[config.mk]
export PLATFORM = sky130hd
export DESIGN_NAME = neuron_mac
export DESIGN_NICKNAME = d
export VERILOG_FILES = /design/src/rtl/neuron_mac.sv
export SDC_FILE = /design/constraint.sdc
export NUM_CORES = 1
export LEC_CHECK = 0
export CAP_MARGIN = 20
export CORE_MARGIN = 3
export CORE_UTILIZATION = 60
export DETAILED_ROUTE_END_ITERATION = 6
export HOLD_SLACK_MARGIN = 0.15
export MAX_ROUTING_LAYER = met4
export PLACE_DENSITY_LB_ADDON = 0.12
export RECOVER_POWER = 25
export SETUP_SLACK_MARGIN = 0.2
export SLEW_MARGIN = 30
export SYNTH_ARGS = -nofsm -noshare
export SYNTH_HDL_FRONTEND = slang
export SYNTH_SLANG_ARGS = --single-unit
[constraint.sdc]
create_clock -name clk -period 4.44 [get_ports clk]
set_input_delay 0.444 -clock clk [delete_from_list [all_inputs] [get_ports clk]]
set_output_delay 0.444 -clock clk [all_outputs]
set_load 0.005 [all_outputs]
[src/rtl/neuron_mac.sv]
// Single-neuron multiply-accumulate engine: bias + sum(x*w), then shift,
// optional ReLU and saturation into a held, registered result.
module neuron_mac #(
    parameter int DATA_W   = 8,
    parameter int WEIGHT_W = 8,
    parameter int ACC_W    = 24,
    parameter int N_INPUTS = 62,
    parameter int SHIFT    = 7,
    parameter int OUT_W    = 8
) (
    input  logic                       clk,
    input  logic                       rst,
    input  logic                       sn_rst,
    input  logic                       sn_start,
    input  logic signed [DATA_W-1:0]   x_in,
    input  logic signed [WEIGHT_W-1:0] w_in,
    input  logic signed [ACC_W-1:0]    bias,
    input  logic                       relu_en,
    output logic                       sn_ready,
    output logic signed [OUT_W-1:0]    y_out
);

    localparam int P_W   = DATA_W + WEIGHT_W;
    localparam int CNT_W = $clog2(N_INPUTS + 1);

    localparam logic signed [ACC_W-1:0] Y_MAX = {{(ACC_W-OUT_W+1){1'b0}}, {(OUT_W-1){1'b1}}};
    localparam logic signed [ACC_W-1:0] Y_MIN = {{(ACC_W-OUT_W+1){1'b1}}, {(OUT_W-1){1'b0}}};

    typedef enum logic [1:0] {
        IDLE = 2'd0,
        ACC  = 2'd1,
        FIN  = 2'd2,
        DONE = 2'd3
    } state_t;

    state_t                    state_r, state_s;
    logic signed [ACC_W-1:0]   acc_r, acc_s;
    logic [CNT_W-1:0]          cnt_r, cnt_s;
    logic                      ready_r, ready_s;
    logic signed [OUT_W-1:0]   y_r, y_s;
    logic signed [P_W-1:0]     prod_s;
    logic signed [ACC_W-1:0]   prod_ext_s;

    // Shift, optional ReLU, then clamp to the signed output range.
    function automatic logic signed [OUT_W-1:0] act(input logic signed [ACC_W-1:0] a,
                                                    input logic relu);
        logic signed [ACC_W-1:0] s;
        s = a >>> SHIFT;
        if (relu && s[ACC_W-1]) begin
            act = {OUT_W{1'b0}};
        end else if (s > Y_MAX) begin
            act = Y_MAX[OUT_W-1:0];
        end else if (s < Y_MIN) begin
            act = Y_MIN[OUT_W-1:0];
        end else begin
            act = s[OUT_W-1:0];
        end
    endfunction

    assign prod_s     = x_in * w_in;
    assign prod_ext_s = ACC_W'(prod_s);

    // Next-state and datapath update; sn_rst overrides everything, start only from IDLE/DONE.
    always_comb begin
        state_s = state_r;
        acc_s   = acc_r;
        cnt_s   = cnt_r;
        ready_s = ready_r;
        y_s     = y_r;
        if (sn_rst) begin
            state_s = IDLE;
            acc_s   = {ACC_W{1'b0}};
            cnt_s   = {CNT_W{1'b0}};
            ready_s = 1'b0;
            y_s     = {OUT_W{1'b0}};
        end else begin
            case (state_r)
                IDLE, DONE: begin
                    if (sn_start) begin
                        acc_s   = bias + prod_ext_s;
                        cnt_s   = CNT_W'(1);
                        ready_s = 1'b0;
                        state_s = (N_INPUTS == 1) ? FIN : ACC;
                    end else begin
                        state_s = state_r;
                    end
                end
                ACC: begin
                    acc_s = acc_r + prod_ext_s;
                    cnt_s = cnt_r + CNT_W'(1);
                    if (cnt_r == CNT_W'(N_INPUTS - 1)) begin
                        state_s = FIN;
                    end else begin
                        state_s = ACC;
                    end
                end
                FIN: begin
                    y_s     = act(acc_r, relu_en);
                    ready_s = 1'b1;
                    state_s = DONE;
                end
                default: begin
                    state_s = IDLE;
                end
            endcase
        end
    end

    // State and datapath registers with asynchronous reset.
    always_ff @(posedge clk or posedge rst) begin
        if (rst) begin
            state_r <= IDLE;
            acc_r   <= {ACC_W{1'b0}};
            cnt_r   <= {CNT_W{1'b0}};
            ready_r <= 1'b0;
            y_r     <= {OUT_W{1'b0}};
        end else begin
            state_r <= state_s;
            acc_r   <= acc_s;
            cnt_r   <= cnt_s;
            ready_r <= ready_s;
            y_r     <= y_s;
        end
    end

    assign sn_ready = ready_r;
    assign y_out    = y_r;

endmodule

==> flow_summary.toml <==
[die]
core.rowCount = 34
die_h_um = 102.9
dieArea_um2 = 10600
coreArea_um2 = 8934
pin_count = 54
die_w_um = 102.9
initial_core_util_pct = 63.12

[logic_synthesis]
synth.distinct_cells = 60
syn-mean-instance-area_um2 = 9.245
synth_cells = 610
yosysSeqAreaShare_pct = 18.19
yosysWarnings = 0
syn-num-nets = 767
syn_area_um2 = 5639
synth_edf_count = 0
ys.flop_type = "dfrtp_1"
ys_ff_latch = 41
postSynth.asyncResetShare_pct = 100.0

[sta]
fin_crit_ns = 5.783
setup_slack_ns = -1.343
setup_tns_ns = -15.00
hold_viol_final = 0
maxSlewViolCount = 0
tightest_slew_ns = 0.6973
setup_viol = 16
rsz0062_at_grt = "true"
period_share_pct = 130.3
fin_skew_ns = 0.01203
slew-limit-headroom_pct = 53.46
clock.fmax_ghz = 0.1729

[setup_path]
crit_type = "in -> reg"
slowest_delay_ns = 0.54
worstPathMaxFanout = 7
reg2reg_to = "acc_r[18]$_DFFE_PP0P_"
cp.required_ns = 4.62
r2r_slack_ns = 0.58
critPathSlowestCell = "fa_1"
worstPathArrival_ns = 5.97
critPathLaunch = "w_in[4]"
crit_path_end_kind = "flip-flop"
r2r_cells = 14
start_kind = "input pin"
rr_startpoint = "state_r[1]$_DFFE_PP0P_"

[detailed_routing]
routed_wl_um = 14990
ant_nets = 0
viasPerCell = 5.751
wire_per_inst_um = 16.86
drtIter0Drc = 122
drc_errors = 0
drt-pass1-iter-count = 4
vias = 5113

[min_path]
min-delay-start = "y_out[6]$_DFFE_PP0P_"
hold_class = "reg -> reg"
hold_depth = 2
min_to = "y_out[6]$_DFFE_PP0P_"

[clock_tree]
cts_tree = "built"
holdBufCountCts = 0
cts.htree.levels = 2
cts_sinks = 41
path_clk_slew_ns = 0.08
numCtsBuffers = 5
ctsRootBufferMaster = "clkbuf_8"
clock_latency_ns = 0.30
clockBufferDepth = 2

[grt]
grt_pass1_wl_um = 23830
overflow = 0
grt_pass1_vias = 5431
antenna_found_initial = 0
grt_max_degree = 27
grt_usage_pct = 28.82

[layout]
drive_gt1_share_pct = 33.29
layout_commonest_cell = "buf_4"
multi_input_area_um2 = 4604
area_growth_pct = 36.19
area.sequential_um2 = 1026
final_nets = 937
mostFrequentLayoutCells = "buf_4 (118), inv_1 (86), fa_1 (53), dfrtp_1 (41), ha_1 (40)"
antennaDiodeCount = 0
nFillCells = 497

[placement]
hpwl_um = 11320
routabilityCongestion = 0.8958
port-buffer-count = 53

[status]
status = "finished, violations left"
violations = "negative setup slack"

[run]
max-cap-violations = 0
[final cells by class]
cell class / instances / area share, %
clock buffer: 5 / 0.8961
clock inverter: 3 / 0.2281
inverter: 99 / 4.871
multi-input combinational: 459 / 59.95
sequential: 41 / 13.36
tap: 108 / 1.760
timing repair buffer: 174 / 18.93
[flip-flops by register name (all words and copies together) (netlist names)]
name	cells
acc_r	24
y_out	8
cnt_r	6
state_r	2
sn_ready	1
[critical path: cells and delay by family]
family | cells | cell delay [ns]
adders and majority gates | 6 | 2.75
and+or+nand+nor | 7 | 0.65
buffers and inverters | 8 | 0.71
AOI/OAI and AO/OA | 6 | 1.14
xor gates and xnor gates | 2 | 0.26
[per-stage QoR]
step	hold slack, ns	cells	cell area (µm²)	util (%)	setup WS (ns)
global placement	0.4641	858	7142	79.94	-1.965
finish	0.4892	889	7680	85.97	-1.343
global route	0.5178	889	7680	85.97	-1.548
detailed placement	0.4759	858	7142	79.94	-2.151
CTS	0.4934	878	7423	83.10	-1.270
floorplan	0.4431	610	5781	-	-1.235
[logic make-up after synthesis]
group	Yosys count	synth area share, %
AOI/OAI and AO/OA	134	17.44
xor gates and xnor gates	32	4.970
adders and majority gates	112	32.31
buffers and inverters	110	7.322
DFF	41	18.19
muxes	26	5.170
and+or+nand+nor	155	14.60
[layer usage]
metal / GRT usage (%) / routed length (µm)
met1: 31.29 / 5844
met2: 54.07 / 8119
met3: 2.233 / 479
met4: 11.25 / 543
met5: - / 0
[synth_stat cells (21+ instances only)]
cell type,count,share of area [%]
inv_1,99,6.6
fa_1,56,20
ha_1,56,12
and2_1,45,5.0
dfrtp_1,41,18
nand2_1,32,2.1
nor2_1,31,2.1
o21ai_0,27,2.4
mux2_2,25,5.0
a21oi_1,24,2.1
a22o_1,21,3.3
xnor2_1,21,3.3
[timing repair]
| action | CTS | global route |
|---|---|---|
| endpoints found under the hold margin | 0 | 0 |
| gates resized for setup | 110 | 51 |
| pin swaps | 46 | 57 |
| setup endpoints to repair | 18 | 17 |
| setup buffers | 12 | 11 |
[worst max-delay path by stage]
stage / to / slack (ns) / cells after the start
2_1_floorplan: acc_r[18]$_DFFE_PP0P_ / -1.24 / 24
3_3_place_gp: acc_r[18]$_DFFE_PP0P_ / -1.97 / 25
3_5_place_dp: acc_r[18]$_DFFE_PP0P_ / -2.15 / 25
4_1_cts: acc_r[18]$_DFFE_PP0P_ / -1.27 / 25
5_1_grt: acc_r[18]$_DFFE_PP0P_ / -1.55 / 28
6_report: acc_r[18]$_DFFE_PP0P_ / -1.34 / 29
Power is not shown: default switching activity piles up to over one toggle a cycle in this logic, so the estimate is an artifact.
